## src/rtl/w5300_socket_bank_conf.sv

```systemverilog
// ---------------------------------------------------------------------------
// w5300_socket_bank_conf
//
// Brings up NUM_SOCK consecutive W5300 sockets. Each socket is configured
// with the same protocol. MODE 0 configures a TCP server, which is opened
// and then put into LISTEN. MODE 1 configures a UDP socket, which is only
// opened. Each socket uses port BASE_PORT+n.
//
// After each OPEN or LISTEN command the block polls Sn_SSR. A poll phase that
// runs TIMEOUT cycles without a match closes the socket and retries the whole
// configuration. After MAX_RETRY retries the socket is marked failed and the
// block moves on to the next socket.
//
// Bus encoding: addr = {wr, reg[9:0]}, where wr=1 is a write and wr=0 is a
// read. Socket n registers live at 0x200 + n*0x40. The offsets used are:
//   MR 0x00, CR 0x02, SSR 0x08, PORTR 0x0A, KPALVTR_PROTOR 0x1A.
//
// Ports:
//   clk, rst_n      clock; asynchronous active-low reset
//   enable          start request, sampled only in Idle (needs op_state too)
//   op_state        bus-op completion strobe; rd_data valid in the same cycle
//   rd_data[15:0]   W5300 read data
//   addr[10:0]      {wr, register address}
//   wr_data[15:0]   write data, 0 for reads
//   done            high once the bank configuration has finished
//   ok_mask         per socket: reached its target state
//   fail_mask       per socket: retries exhausted
//
// Build option: define W5300_SOCK_KEEPALIVE_EN to insert a keep-alive write
// (Sn_KPALVTR_PROTOR = 0x0101) between SetPort and Open. This applies to
// TCP mode only.
// ---------------------------------------------------------------------------
module w5300_socket_bank_conf #(
    parameter int          NUM_SOCK  = 1,
    parameter int          MODE      = 0,
    parameter logic [15:0] BASE_PORT = 16'd7000,
    parameter logic [15:0] TIMEOUT   = 16'd100,
    parameter int          MAX_RETRY = 3
) (
    input  logic                clk,
    input  logic                rst_n,
    input  logic                enable,
    input  logic                op_state,
    input  logic [15:0]         rd_data,
    output logic [10:0]         addr,
    output logic [15:0]         wr_data,
    output logic                done,
    output logic [NUM_SOCK-1:0] ok_mask,
    output logic [NUM_SOCK-1:0] fail_mask
);
    localparam logic [3:0] S_IDLE        = 4'd0;
    localparam logic [3:0] S_SET_MODE    = 4'd1;
    localparam logic [3:0] S_SET_PORT    = 4'd2;
    localparam logic [3:0] S_SET_KA      = 4'd3;
    localparam logic [3:0] S_OPEN        = 4'd4;
    localparam logic [3:0] S_POLL_INIT   = 4'd5;
    localparam logic [3:0] S_LISTEN      = 4'd6;
    localparam logic [3:0] S_POLL_LISTEN = 4'd7;
    localparam logic [3:0] S_CLOSE       = 4'd8;
    localparam logic [3:0] S_NEXT_SOCK   = 4'd9;
    localparam logic [3:0] S_DONE        = 4'd10;

    localparam logic       BUS_WR = 1'b1;
    localparam logic       BUS_RD = 1'b0;

    localparam logic [5:0] OFF_MR    = 6'h00;
    localparam logic [5:0] OFF_CR    = 6'h02;
    localparam logic [5:0] OFF_SSR   = 6'h08;
    localparam logic [5:0] OFF_PORTR = 6'h0A;
    localparam logic [5:0] OFF_KPALV = 6'h1A;

    localparam logic [15:0] MR_VAL      = (MODE == 0) ? 16'h0001 : 16'h0002;
    localparam logic [7:0]  INIT_MATCH  = (MODE == 0) ? 8'h13 : 8'h22;
    localparam logic [7:0]  LISTEN_MATCH = 8'h14;
    localparam logic [3:0]  MAX_RETRY_C = 4'(MAX_RETRY);
    localparam logic [3:0]  NUM_SOCK_C  = 4'(NUM_SOCK);

`ifdef W5300_SOCK_KEEPALIVE_EN
    localparam logic KA_EN = (MODE == 0);
`else
    localparam logic KA_EN = 1'b0;
`endif

    logic [3:0]          state_q, state_d;
    logic [2:0]          idx_q, idx_d;
    logic [3:0]          retry_q, retry_d;
    logic [15:0]         timer_q, timer_d;
    logic [NUM_SOCK-1:0] ok_q, ok_d;
    logic [NUM_SOCK-1:0] fail_q, fail_d;
    logic [NUM_SOCK-1:0] sock_sel;
    logic [3:0]          idx_inc;
    logic                unused_rd_hi;

    // Only the status byte of Sn_SSR is of interest.
    assign unused_rd_hi = ^rd_data[15:8];

    // One-hot select of the socket currently being configured.
    for (genvar gi = 0; gi < NUM_SOCK; gi++) begin : g_sel
        assign sock_sel[gi] = (idx_q == 3'(gi));
    end

    assign idx_inc = {1'b0, idx_q} + 4'd1;

    function automatic logic [9:0] get_socket_n_reg(input logic [2:0] n, input logic [5:0] off);
        return 10'h200 + {1'b0, n, off};
    endfunction

    always_comb begin
        state_d = state_q;
        idx_d   = idx_q;
        retry_d = retry_q;
        timer_d = timer_q;
        ok_d    = ok_q;
        fail_d  = fail_q;
        case (state_q)
            S_IDLE: begin
                if (enable && op_state) begin
                    state_d = S_SET_MODE;
                    idx_d   = 3'd0;
                    retry_d = 4'd0;
                end
            end
            S_SET_MODE: if (op_state) state_d = S_SET_PORT;
            S_SET_PORT: if (op_state) state_d = KA_EN ? S_SET_KA : S_OPEN;
            S_SET_KA:   if (op_state) state_d = S_OPEN;
            S_OPEN: begin
                if (op_state) begin
                    state_d = S_POLL_INIT;
                    timer_d = 16'd0;
                end
            end
            S_POLL_INIT: begin
                timer_d = timer_q + 16'd1;
                // An expired timer wins over a match arriving in the same cycle.
                if (timer_q == TIMEOUT) begin
                    state_d = S_CLOSE;
                end else if (op_state && rd_data[7:0] == INIT_MATCH) begin
                    if (MODE == 0) begin
                        state_d = S_LISTEN;
                    end else begin
                        ok_d    = ok_q | sock_sel;
                        state_d = S_NEXT_SOCK;
                    end
                end
            end
            S_LISTEN: begin
                if (op_state) begin
                    state_d = S_POLL_LISTEN;
                    timer_d = 16'd0;
                end
            end
            S_POLL_LISTEN: begin
                timer_d = timer_q + 16'd1;
                if (timer_q == TIMEOUT) begin
                    state_d = S_CLOSE;
                end else if (op_state && rd_data[7:0] == LISTEN_MATCH) begin
                    ok_d    = ok_q | sock_sel;
                    state_d = S_NEXT_SOCK;
                end
            end
            S_CLOSE: begin
                if (op_state) begin
                    if (retry_q < MAX_RETRY_C) begin
                        retry_d = retry_q + 4'd1;
                        state_d = S_SET_MODE;
                    end else begin
                        fail_d  = fail_q | sock_sel;
                        state_d = S_NEXT_SOCK;
                    end
                end
            end
            S_NEXT_SOCK: begin
                retry_d = 4'd0;
                if (idx_inc < NUM_SOCK_C) begin
                    idx_d   = idx_inc[2:0];
                    state_d = S_SET_MODE;
                end else begin
                    state_d = S_DONE;
                end
            end
            S_DONE:  state_d = S_DONE;
            default: state_d = S_IDLE;
        endcase
    end

    // Bus outputs depend only on the current state, so they stay stable
    // until the op completes.
    always_comb begin
        addr    = {BUS_RD, 10'h000};
        wr_data = 16'h0000;
        case (state_q)
            S_SET_MODE: begin
                addr    = {BUS_WR, get_socket_n_reg(idx_q, OFF_MR)};
                wr_data = MR_VAL;
            end
            S_SET_PORT: begin
                addr    = {BUS_WR, get_socket_n_reg(idx_q, OFF_PORTR)};
                wr_data = BASE_PORT + {13'd0, idx_q};
            end
            S_SET_KA: begin
                addr    = {BUS_WR, get_socket_n_reg(idx_q, OFF_KPALV)};
                wr_data = 16'h0101;
            end
            S_OPEN: begin
                addr    = {BUS_WR, get_socket_n_reg(idx_q, OFF_CR)};
                wr_data = 16'h0001;
            end
            S_LISTEN: begin
                addr    = {BUS_WR, get_socket_n_reg(idx_q, OFF_CR)};
                wr_data = 16'h0002;
            end
            S_CLOSE: begin
                addr    = {BUS_WR, get_socket_n_reg(idx_q, OFF_CR)};
                wr_data = 16'h0010;
            end
            S_POLL_INIT, S_POLL_LISTEN: begin
                addr    = {BUS_RD, get_socket_n_reg(idx_q, OFF_SSR)};
            end
            default: begin
                addr    = {BUS_RD, 10'h000};
                wr_data = 16'h0000;
            end
        endcase
    end

    assign done      = (state_q == S_DONE);
    assign ok_mask   = ok_q;
    assign fail_mask = fail_q;

    always_ff @(posedge clk or negedge rst_n) begin
        if (!rst_n) begin
            state_q <= S_IDLE;
            idx_q   <= 3'd0;
            retry_q <= 4'd0;
            timer_q <= 16'd0;
            ok_q    <= '0;
            fail_q  <= '0;
        end else begin
            state_q <= state_d;
            idx_q   <= idx_d;
            retry_q <= retry_d;
            timer_q <= timer_d;
            ok_q    <= ok_d;
            fail_q  <= fail_d;
        end
    end
endmodule

```

## config.mk

```make
export PLATFORM = sky130hd
export DESIGN_NAME = w5300_socket_bank_conf
export DESIGN_NICKNAME = d
export VERILOG_FILES = /design/src/rtl/w5300_socket_bank_conf.sv
export SDC_FILE = /design/constraint.sdc
export NUM_CORES = 1
export LEC_CHECK = 0
export ABC_AREA = 1
export CORE_MARGIN = 2
export CORE_UTILIZATION = 30
export CTS_CLUSTER_DIAMETER = 60
export DETAILED_ROUTE_END_ITERATION = 8
export HOLD_SLACK_MARGIN = 0.03
export SYNTH_ARGS = -nofsm -noshare
export SYNTH_HDL_FRONTEND = slang
export SYNTH_SLANG_ARGS = --single-unit
```

## constraint.sdc

```tcl
create_clock -name clk -period 2.3 [get_ports clk]
set_input_delay 0.46 -clock clk [delete_from_list [all_inputs] [get_ports clk]]
set_output_delay 0.46 -clock clk [all_outputs]
set_load 0.05 [all_outputs]
```

==> results of run 1 <==
## cells in the mapped netlist
library cell   n  area (um2)
nor2_1        34         128
nor3_2         2        20.0
nand2_1       65         244
dfrtp_1       29         726
nand2_2        8        50.1
inv_2          8        30.0
nand4_1        6        37.5
nand3_2        3        30.0
o21ai_0       13        65.1
xor2_1         3        26.3
a31oi_1        1        6.26
a22o_1         2        17.5
ha_1           5        62.6
nand3_1       24         120
conb_1         1        3.75
a41o_1         1        10.0
nor3_4         1        16.3
buf_4         14         105
inv_1         40         150
nor2_4         5        56.3
o21a_1         1        7.51
buf_6          1        11.3
o31ai_1        1        7.51
nand2_4        1        11.3
o21ai_1        1        5.00
nor3_1        10        50.1
nor2_2        11        68.8
a21oi_1        9        45.0
o22ai_1        2        12.5
## layout make-up
class / instances / area (um2)
clock buffer: 7 / 86.3
inverter: 48 / 196
fill: 714 / 3980
multi-input combinational: 218 / 1160
sequential: 29 / 731
tap: 96 / 120
timing repair buffer: 42 / 561
## flip-flops by register name, indices dropped and copies added, names as in the netlist
signal / count
retry_q: 4
timer_q: 16
state_q: 4
ok_mask: 1
fail_mask: 1
idx_q: 3
## layout by cell type (no fill, tap or decap), types with 2 or more instances in the layout
cell / count
nand4_1: 6
nor2_4: 9
dfrtp_2: 4
a21oi_1: 9
buf_4: 12
clkdlybuf4s50_1: 13
o21ai_0: 13
nand2_1: 64
nand2_2: 9
nand3_1: 24
clkbuf_8: 6
nand3_2: 2
inv_2: 7
nor3_2: 2
ha_1: 5
buf_12: 17
a22o_1: 2
xor2_1: 3
nor2_2: 7
o22ai_1: 2
dfrtp_1: 25
nor3_1: 10
inv_1: 37
clkinvlp_4: 3
conb_1: 9
nor2_1: 34
## tightest hold or removal path: stages, from the launching register on
cell,delay (ns)
dfrtp_1,0.35
inv_1,0.04
o31ai_1,0.05
## per-layer routing
metal | vias to the layer above | track usage [%]
met5 | - | 0
met4 | 0 | 4.82
met3 | 4 | 2.64
met2 | 35 | 23.8
met1 | 934 | 19.2
li1 | 1020 | -
## cell families after synthesis
logic type	count (synthesis)
and+or+nand+nor	170
AOI/OAI and AO/OA	31
buffers and inverters	63
adders and majority gates	5
other	1
xor gates and xnor gates	3
DFF	29
## report_power, final
group | leakage [nW] | total [W] | internal (W) | switching, W
registers | 0.386 | 0.000764 | 0.000623 | 0.000142
logic | 0.935 | 0.00239 | 0.000947 | 0.00144
clock network | 0.0443 | 0.000423 | 0.000237 | 0.000186
total | 1.36 | 0.00358 | 0.00181 | 0.00177
## worst paths after layout
kind | cells after the start | to | slack (ns)
hold / removal | 2 | ok_mask | 0.47
max in group asynchronous | 2 | state_q[1] | 1.41
min in group asynchronous | 2 | fail_mask | 0.58
hold reg to reg | 2 | ok_mask | 0.47
setup reg to reg | 8 | timer_q[14] | 0.68
setup / recovery | 10 | addr[6] | 0.11
## metrics by stage
step                      instances  hold WS, ns  setup WS (ns)  cell area, um2  setup TNS [ns]
after detailed placement        429        0.471          0.250            2720               0
after CTS                       436        0.485        0.00697            2810               0
after global routing            440        0.506        0.00324            2860               0
after floorplan                 310        0.164       -0.00798            2180         -0.0160
after global placement          429        0.457          0.249            2720               0
final                           440        0.473          0.114            2860               0
## repair_timing
action	4_1_cts	5_1_grt
pin swaps	0	2
gates resized for setup	4	5
endpoints found under the hold margin	0	0
buffers inserted	0	4
endpoints found under the setup margin	3	3
==> summary.txt, run 1 <==
Final layout
  • Ant. Diodes: 0
  • Final core occ: 41.8%
  • Layout cells sized above 1: between 20% and 30%
  • Area grow syn2layout: 34.5%
  • Nets: between 300 and 400

Clocking
  • # clock sinks: 29
  • Hold buffer count at cts: 0
  • Worst-path clk slew: 0.06 ns
  • H-tree levels: 2
  • CTS tree: yes
  • Root Driver: clkbuf_8
  • Clk Latency, worst-skew pair: 0.28 ns
  • Max Root-Sink Buffers: 2
  • CTS Buf Count: 5

Setup path
  • Critical Setup Path Class: register to output port
  • CP max-delay cell: dfrtp_2
  • Most frequent cell on the critical path: nor2_4
  • Worst setup startpoint: state_q[2]
  • Buf/Inv on CP: 3
  • CP required: 1.84 ns
  • Crit path arrival time: 1.73 ns
  • Slowest Stage Delay on Critical Path: 0.46 ns
  • Cell family with most CP delay: simple AND/OR/NAND/NOR gates
  • Crit. End Element: output port
  • Crit path launch type: register
  • Worst path cell trace: nor2_4 -> inv_2 -> nor2_4 -> nor2_4 -> nand3_4 -> nor2_4 -> nand2_4 -> nand2_1 -> clkinvlp_4 -> buf_12
  • RR Startpoint: timer_q[1]
  • Worst-path maximum fanout: 5

Detailed routing
  • DR iter-0 viols: 75
  • DRC: 0
  • Avg Vias per Cell: 4.53
  • Wirelength per Cell: 11.9 um
  • DRT met1 WL: 2420 um
  • Detailed Routing Iterations Pass 1: 4
  • Via count: 1993
  • Met2 WL: 2590 um
  • Final WL: 5230 um
  • DRT antenna net count: 0
  • Top routing layer used: met4
  • Met3 WL: 160 um

Timing
  • Post-route clock period utilization: 95.0%
  • Peak Freq: between 400 and 500 MHz
  • Fin. max-slew vios: 0
  • Tmin final: roughly 2.2 ns
  • Clk_skew: 0.00711 ns
  • Final setup viols: 0
  • RSZ-0062 raised after global routing: no
  • Worst-margin pin slew: 0.532 ns
  • Final count of hold timing violations: 0
  • Max-slew headroom at the worst pin: 64.3%

Run status
  • Outcome: complete, no violations

Synth
  • Synth Area in Compound Gates: 8.31%
  • Simple-Gate Fraction of Synth Area: roughly two fifths
  • Mux cell area share after synthesis: 0%
  • Synth warn: 0
  • Post-synthesis instance total: 302
  • Post-synth cell types: 29
  • Post-Syn Area: approximately 2100 um2
  • Synth Register Bits: 29
  • Xor/xnor share of the synthesized area: 1.24%
  • Mapped Avg Cell Area: 7.03 um2
  • Post-Synth Adder-Cell Area: 2.95%
  • Largest family of logic cells by synthesized area: simple AND/OR/NAND/NOR gates
  • Sequential area share after synthesis: roughly a third

Power
  • Lkg Pwr: around 1.4 nW
  • Total power: around 0.0036 W
  • Cell Pwr Density: 1250 nW/um2
  • Worst VDD drop: 0.619 mV

Die
  • Total die area: 7770 um2
  • Row Count: 30
  • Effective utilization at floorplan: roughly 31%
  • Die X: 88.1 um
  • Total core area: 6830 um2
  • Die Span Y: 88.1 um
  • Num ports: 50

Worst hold path
  • Worst hold start: ok_mask
  • Worst min path class: register to register

Placed design
  • Routability Congestion: roughly 0.91
  • Final HPWL DP: 4220 um
  • IO buf count: 32

GRT
  • Total Routing Usage GR: 14.4%
  • GRT overflow: 0
  • Initial antenna violation count: 0
  • Largest net degree at the start of global routing: 30
  • Vias in the first global route: 1923
  • First-pass GRT wire length: 8760 um

Flow run
  • # Max-Cap Violations: 0
No activity file was read; power rests on OpenSTA's default activity.
==> inputs of run 2 (changes only) <==
==> constraint.sdc (replaced) <==
create_clock -name clk -period 2.3 [get_ports clk]
set_input_delay 0.345 -clock clk [delete_from_list [all_inputs] [get_ports clk]]
set_output_delay 0.345 -clock clk [all_outputs]
set_load 0.05 [all_outputs]
==> summary.txt, run 2 (synthesized netlist as in run 1, its figures left out) <==
Power
  • Comb pwr share: 65.1% (was 66.8%)
  • Psw: 0.00177 W (about the same)
  • Lkg Pwr: 1.33 nW (was 1.36 nW)
  • Internal Pwr Total: 0.00163 W (was 0.00181 W)
  • Cell Pwr Density: 1250 nW/um2 (about the same)
  • Register share of total power: 22.4% (was 21.4%)
  • Worst VDD drop: 0.423 mV (was 0.619 mV)
  • Sw Ratio: 52.0% (was 49.5%)
  • Total power: 0.00340 W (was 0.00358 W)
  • Clk pwr share: 12.5% (was 11.8%)

Clocking
  • # clock sinks: 29 (unchanged)
  • Root Driver: clkbuf_8 (unchanged)
  • CTS Buf Count: 5 (unchanged)
  • Worst-path clk slew: 0.08 ns (was 0.06 ns)
  • Max Root-Sink Buffers: 2 (unchanged)
  • CTS tree: yes (unchanged)
  • H-tree levels: 2 (unchanged)
  • Clk Latency, worst-skew pair: 0.29 ns (was 0.28 ns)

Detailed routing
  • DRC: 0 (unchanged)
  • DR iter-0 viols: 76 (was 75)
  • DRT antenna net count: 0 (unchanged)
  • Avg Vias per Cell: 4.49 (was 4.53)
  • Final WL: 5260 um (was 5230 um)
  • Detailed Routing Iterations Pass 1: 4 (unchanged)
  • Via count: 1972 (was 1993)
  • Wirelength per Cell: 12.0 um (was 11.9 um)

GRT
  • Total Routing Usage GR: 14.0% (was 14.4%)
  • First-pass GRT wire length: 8470 um (was 8760 um)
  • GRT overflow: 0 (unchanged)
  • Largest net degree at the start of global routing: 30 (unchanged)
  • Initial antenna violation count: 0 (unchanged)
  • Vias in the first global route: 1835 (was 1923)

Timing
  • Final setup viols: 0 (unchanged)
  • Tmin final: 2.16 ns (was 2.19 ns)
  • Hold Slack: 0.450 ns (was 0.473 ns)
  • Fin. max-slew vios: 0 (unchanged)
  • Peak Freq: 464 MHz (was 457 MHz)
  • Final count of hold timing violations: 0 (unchanged)
  • Max-slew headroom at the worst pin: 63.3% (was 64.3%)
  • Setup_tns: 0 ns (unchanged)
  • Post-route clock period utilization: 93.8% (was 95.0%)
  • Clk_skew: 0.0107 ns (was 0.00711 ns)
  • Worst-margin pin slew: 0.546 ns (was 0.532 ns)

Setup path
  • Crit. End Element: output port (unchanged)
  • Worst-path maximum fanout: 5 (unchanged)
  • RR Startpoint: timer_q[1] (unchanged)
  • CP required: 1.96 ns (was 1.84 ns)
  • Reg2reg end: timer_q[14] (unchanged)
  • Cell family with most CP delay: simple AND/OR/NAND/NOR gates (unchanged)
  • Crit path launch type: register (unchanged)
  • Cells on worst reg2reg path: 8 (unchanged)
  • Reg-to-reg slack, setup: 0.66 ns (was 0.68 ns)
  • Slowest Stage Delay on Critical Path: 0.43 ns (was 0.46 ns)
  • Buf/Inv on CP: 3 (unchanged)
  • CP max-delay cell: dfrtp_1 (was dfrtp_2)
  • Worst path cell trace: inv_2 -> nand2_4 -> nor2_2 -> nor2_2 -> nand3_2 -> nor2_4 -> nand2_4 -> nand2_1 -> clkinvlp_4 -> buf_12 (was nor2_4 -> inv_2 -> nor2_4 -> nor2_4 -> nand3_4 -> nor2_4 -> nand2_4 -> nand2_1 -> clkinvlp_4 -> buf_12)
  • Critical Setup Path Class: register to output port (unchanged)
  • Crit path arrival time: 1.81 ns (was 1.73 ns)

Die
  • Row Count: 30 (unchanged)
  • Num ports: 50 (unchanged)
  • Die Span Y: 88.1 um (unchanged)
  • Total die area: 7770 um2 (unchanged)
  • Effective utilization at floorplan: 31.1% (unchanged)
  • Total core area: 6830 um2 (unchanged)
  • Die X: 88.1 um (unchanged)

Final layout
  • Nets: 367 (was 369)
  • Final core occ: 39.8% (was 41.8%)
  • Commonest non-fill, non-tap cell in the layout: nand2_1 (unchanged)
  • Commonest cells after routing, fill and taps aside: nand2_1, inv_1, nor2_1, dfrtp_1, nand3_1 (unchanged)
  • Layout cells sized above 1: 23.6% (was 23.8%)
  • Area grow syn2layout: 28.0% (was 34.5%)
  • Largest Register: timer_q (unchanged)
  • Ant. Diodes: 0 (unchanged)
  • FILL cells: 734 (was 714)
  • Biggest regs: timer_q: 16 flops, retry_q: 4 flops, state_q: 4 flops (unchanged)
  • Max FFs per register: 16 (unchanged)

Placed design
  • Final HPWL DP: 4170 um (was 4220 um)
  • IO buf count: 32 (unchanged)
  • Routability Congestion: 0.911 (was 0.914)

Worst hold path
  • Worst min path class: input pin to async pin (was register to register)

Run status
  • Outcome: complete, no violations (unchanged)

Flow run
  • # Max-Cap Violations: 0 (unchanged)
==> run 2: cell type report <==
cell class / count / area [um2] / share of cell area [%]
inverters: 48 / 194 / 7.13
clock buffers: 5 / 68.8 / 2.53
flip-flops and latches: 29 / 729 / 26.8
multi-input cells: 218 / 1140 / 42.1
clock inverters: 3 / 17.5 / 0.644
repair buffers: 40 / 445 / 16.4
well taps: 96 / 120 / 4.42
==> run 2: worst reg2reg max path: cells and delay by family, from the launching register on <==
kind	cells	cell delay (ns)
adders and majority gates	1	0.19
AOI/OAI and AO/OA	1	0.07
DFF	1	0.38
and+or+nand+nor	5	0.81
buffers and inverters	1	0.07
==> run 2: power groups by stage <==
| stage | Clock [W] | Combinational [W] | Sequential [W] |
|---|---|---|---|
| 2_1_floorplan | 0 | 0.00151 | 0.000712 |
| 3_3_place_gp | 0 | 0.00216 | 0.000764 |
| 3_5_place_dp | 0 | 0.00218 | 0.000766 |
| 4_1_cts | 0.000436 | 0.00219 | 0.000757 |
| 5_1_grt | 0.000466 | 0.00239 | 0.000775 |
| 6_report | 0.000423 | 0.00221 | 0.000762 |
==> run 2: repair_timing <==
item / CTS / global route
endpoints found under the setup margin: 0 / 3
hold buffers: 0 / 0
resized for setup: 0 / 6
buffers inserted: 0 / 2
==> run 2: through the flow <==
step	setup WS [ns]	cell area, um2	cells
finish	0.143	2720	439
detailed placement	0.341	2600	429
CTS	0.0222	2690	437
floorplan	0.0570	2170	310
global placement	0.357	2600	429
global route	-0.00663	2720	439
==> run 2: worst max path at each step <==
stage	endpoint	slack (ns)	start	depth (start not counted)
4_1_cts	addr[8]	0.02	state_q[0]	10
3_5_place_dp	addr[8]	0.34	state_q[0]	10
5_1_grt	addr[8]	-0.007	state_q[3]	10
6_report	addr[8]	0.14	state_q[3]	10
2_1_floorplan	wr_data[0]	0.06	state_q[2]	3
3_3_place_gp	addr[8]	0.36	state_q[0]	10
==> run 2: layer usage <==
layer,GRT usage [%],up-vias,routed length (um)
met2,24.4,37,2650
met4,2.89,0,40
met5,0,-,0
li1,-,1016,-
met3,2.54,5,206
met1,18.1,914,2360
==> inputs of run 3 (changes only) <==
RECOVER_POWER = 100   (was default)
==> summary.txt, run 3 (synthesized netlist as in run 1, its figures left out) <==
Final layout
  • Max FFs per register: 16 (unchanged)
  • Largest Register: timer_q (unchanged)
  • Final core occ: 38.4% (was 39.8%)
  • Commonest non-fill, non-tap cell in the layout: nand2_1 (unchanged)
  • Nets: 367 (unchanged)
  • Layout cells sized above 1: 20.1% (was 23.6%)
  • FILL cells: 749 (was 734)
  • Area grow syn2layout: 23.5% (was 28.0%)
  • Commonest cells after routing, fill and taps aside: nand2_1, inv_1, nor2_1, dfrtp_1, nand3_1 (unchanged)
  • Ant. Diodes: 0 (unchanged)
  • Biggest regs: timer_q: 16 flops, retry_q: 4 flops, state_q: 4 flops (unchanged)

Power
  • Worst VDD drop: 0.394 mV (was 0.423 mV)
  • Cell Pwr Density: 1220 nW/um2 (was 1250 nW/um2)
  • Total power: 0.00320 W (was 0.00340 W)
  • Lkg Pwr: 1.29 nW (was 1.33 nW)

Timing
  • Max-slew headroom at the worst pin: 48.8% (was 63.3%)
  • Post-route clock period utilization: 93.1% (was 93.8%)
  • Peak Freq: 467 MHz (was 464 MHz)
  • Clk_skew: 0.00768 ns (was 0.0107 ns)
  • Setup_tns: 0 ns (unchanged)
  • Worst-margin pin slew: 0.768 ns (was 0.546 ns)
  • Tmin final: 2.14 ns (was 2.16 ns)
  • RSZ-0062 raised after global routing: no
  • Fin. max-slew vios: 0 (unchanged)
  • Final setup viols: 0 (unchanged)
  • Final count of hold timing violations: 0 (unchanged)

Detailed routing
  • Via count: 1992 (was 1972)
  • DRT antenna net count: 0 (unchanged)
  • Detailed Routing Iterations Pass 1: 4 (unchanged)
  • Avg Vias per Cell: 4.54 (was 4.49)
  • DRC: 0 (unchanged)
  • Final WL: 5270 um (was 5260 um)
  • Wirelength per Cell: 12.0 um (about the same)
  • DR iter-0 viols: 61 (was 76)

Flow run
  • # Max-Cap Violations: 0 (unchanged)

Clocking
  • Worst-path clk slew: 0.07 ns (was 0.08 ns)
  • Root Driver: clkbuf_8 (unchanged)
  • # clock sinks: 29 (unchanged)
  • CTS tree: yes (unchanged)
  • H-tree levels: 2 (unchanged)
  • Clk Latency, worst-skew pair: 0.28 ns (was 0.29 ns)
  • Max Root-Sink Buffers: 2 (unchanged)
  • CTS Buf Count: 5 (unchanged)

GRT
  • Initial antenna violation count: 0 (unchanged)
  • Largest net degree at the start of global routing: 30 (unchanged)
  • First-pass GRT wire length: 8470 um (unchanged)
  • GRT overflow: 0 (unchanged)
  • Vias in the first global route: 1835 (unchanged)
  • Total Routing Usage GR: 14.0% (unchanged)

Setup path
  • Buf/Inv on CP: 3 (unchanged)
  • Cell family with most CP delay: simple AND/OR/NAND/NOR gates (unchanged)
  • CP required: 1.96 ns (about the same)
  • Worst path cell trace: nor2_1 -> inv_2 -> nor2_4 -> nor2_2 -> nand3_2 -> nor2_4 -> nand2_4 -> nand2_1 -> clkinvlp_4 -> buf_12 (was inv_2 -> nand2_4 -> nor2_2 -> nor2_2 -> nand3_2 -> nor2_4 -> nand2_4 -> nand2_1 -> clkinvlp_4 -> buf_12)
  • Most frequent cell on the critical path: nor2_4
  • CP max-delay cell: dfrtp_2 (was dfrtp_1)
  • Crit. End Element: output port (unchanged)
  • Crit path arrival time: 1.80 ns (was 1.81 ns)
  • Worst-path maximum fanout: 5 (unchanged)
  • Slowest Stage Delay on Critical Path: 0.43 ns (about the same)
  • Critical Setup Path Class: register to output port (unchanged)
  • Crit path launch type: register (unchanged)

Die
  • Die X: 88.1 um (unchanged)
  • Effective utilization at floorplan: 31.1% (unchanged)
  • Die Span Y: 88.1 um (unchanged)
  • Total die area: 7770 um2 (unchanged)
  • Num ports: 50 (unchanged)
  • Row Count: 30 (unchanged)
  • Total core area: 6830 um2 (unchanged)

Placed design
  • Routability Congestion: 0.911 (unchanged)
  • IO buf count: 32 (unchanged)
  • Final HPWL DP: 4170 um (unchanged)

Run status
  • Outcome: complete, no violations (unchanged)

Worst hold path
  • Worst min path class: register to register (was input pin to async pin)
-- run 3: per-stage QoR --
stage | area (um2) | cells | setup slack [ns] | hold WS [ns]
after floorplan | 2170 | 310 | 0.0570 | 0.0494
after global placement | 2600 | 429 | 0.357 | 0.462
after detailed placement | 2600 | 429 | 0.341 | 0.464
after CTS | 2690 | 437 | 0.0222 | 0.458
after global routing | 2620 | 439 | 0.00904 | 0.499
final | 2620 | 439 | 0.158 | 0.471
-- run 3: path summary, 6_finish.rpt --
kind | from | to | slack (ns) | cells past startpoint
worst max-delay path | state_q[2] | addr[8] | 0.16 | 10
worst min-delay path | ok_mask | ok_mask | 0.47 | 2
worst max register to register | state_q[3] | timer_q[13] | 0.50 | 8
worst min register to register | ok_mask | ok_mask | 0.47 | 2
max in group asynchronous | rst_n | state_q[2] | 1.11 | 2
min in group asynchronous | rst_n | timer_q[11] | 0.66 | 2
-- run 3: repair_timing --
action	CTS	global route
endpoints found under the setup margin	0	3
gates resized for setup	0	6
hold buffers	0	0
buffers inserted	0	2
-- run 3: area by class of cell --
class                   instances  area [um2]  share of cell area, %
clock inverters                 3        17.5                  0.668
repair buffers                 40         373                   14.2
clock buffers                   5        68.8                   2.63
multi-input cells             218        1120                   42.7
inverters                      48         194                   7.40
flip-flops and latches         29         729                   27.8
well taps                      96         120                   4.58
-- run 3: worst reg2reg max path: cells and delay by family, from the launching register on --
family,cells,cell delay [ns]
compound gates,1,0.15
buf+inv,2,0.37
flops,1,0.42
simple gates,5,0.78
-- run 3: power by group --
part | switching, W | internal (W) | leakage, nW
Combinational | 0.00137 | 0.000643 | 0.854
Clock | 0.000212 | 0.000209 | 0.0439
Sequential | 0.000139 | 0.000621 | 0.388
-- run 3: per-layer routing --
layer	global-route usage (%)	wire length, um
met5	0	0
met4	2.89	53
met3	2.54	185
met2	24.4	2670
met1	18.1	2370
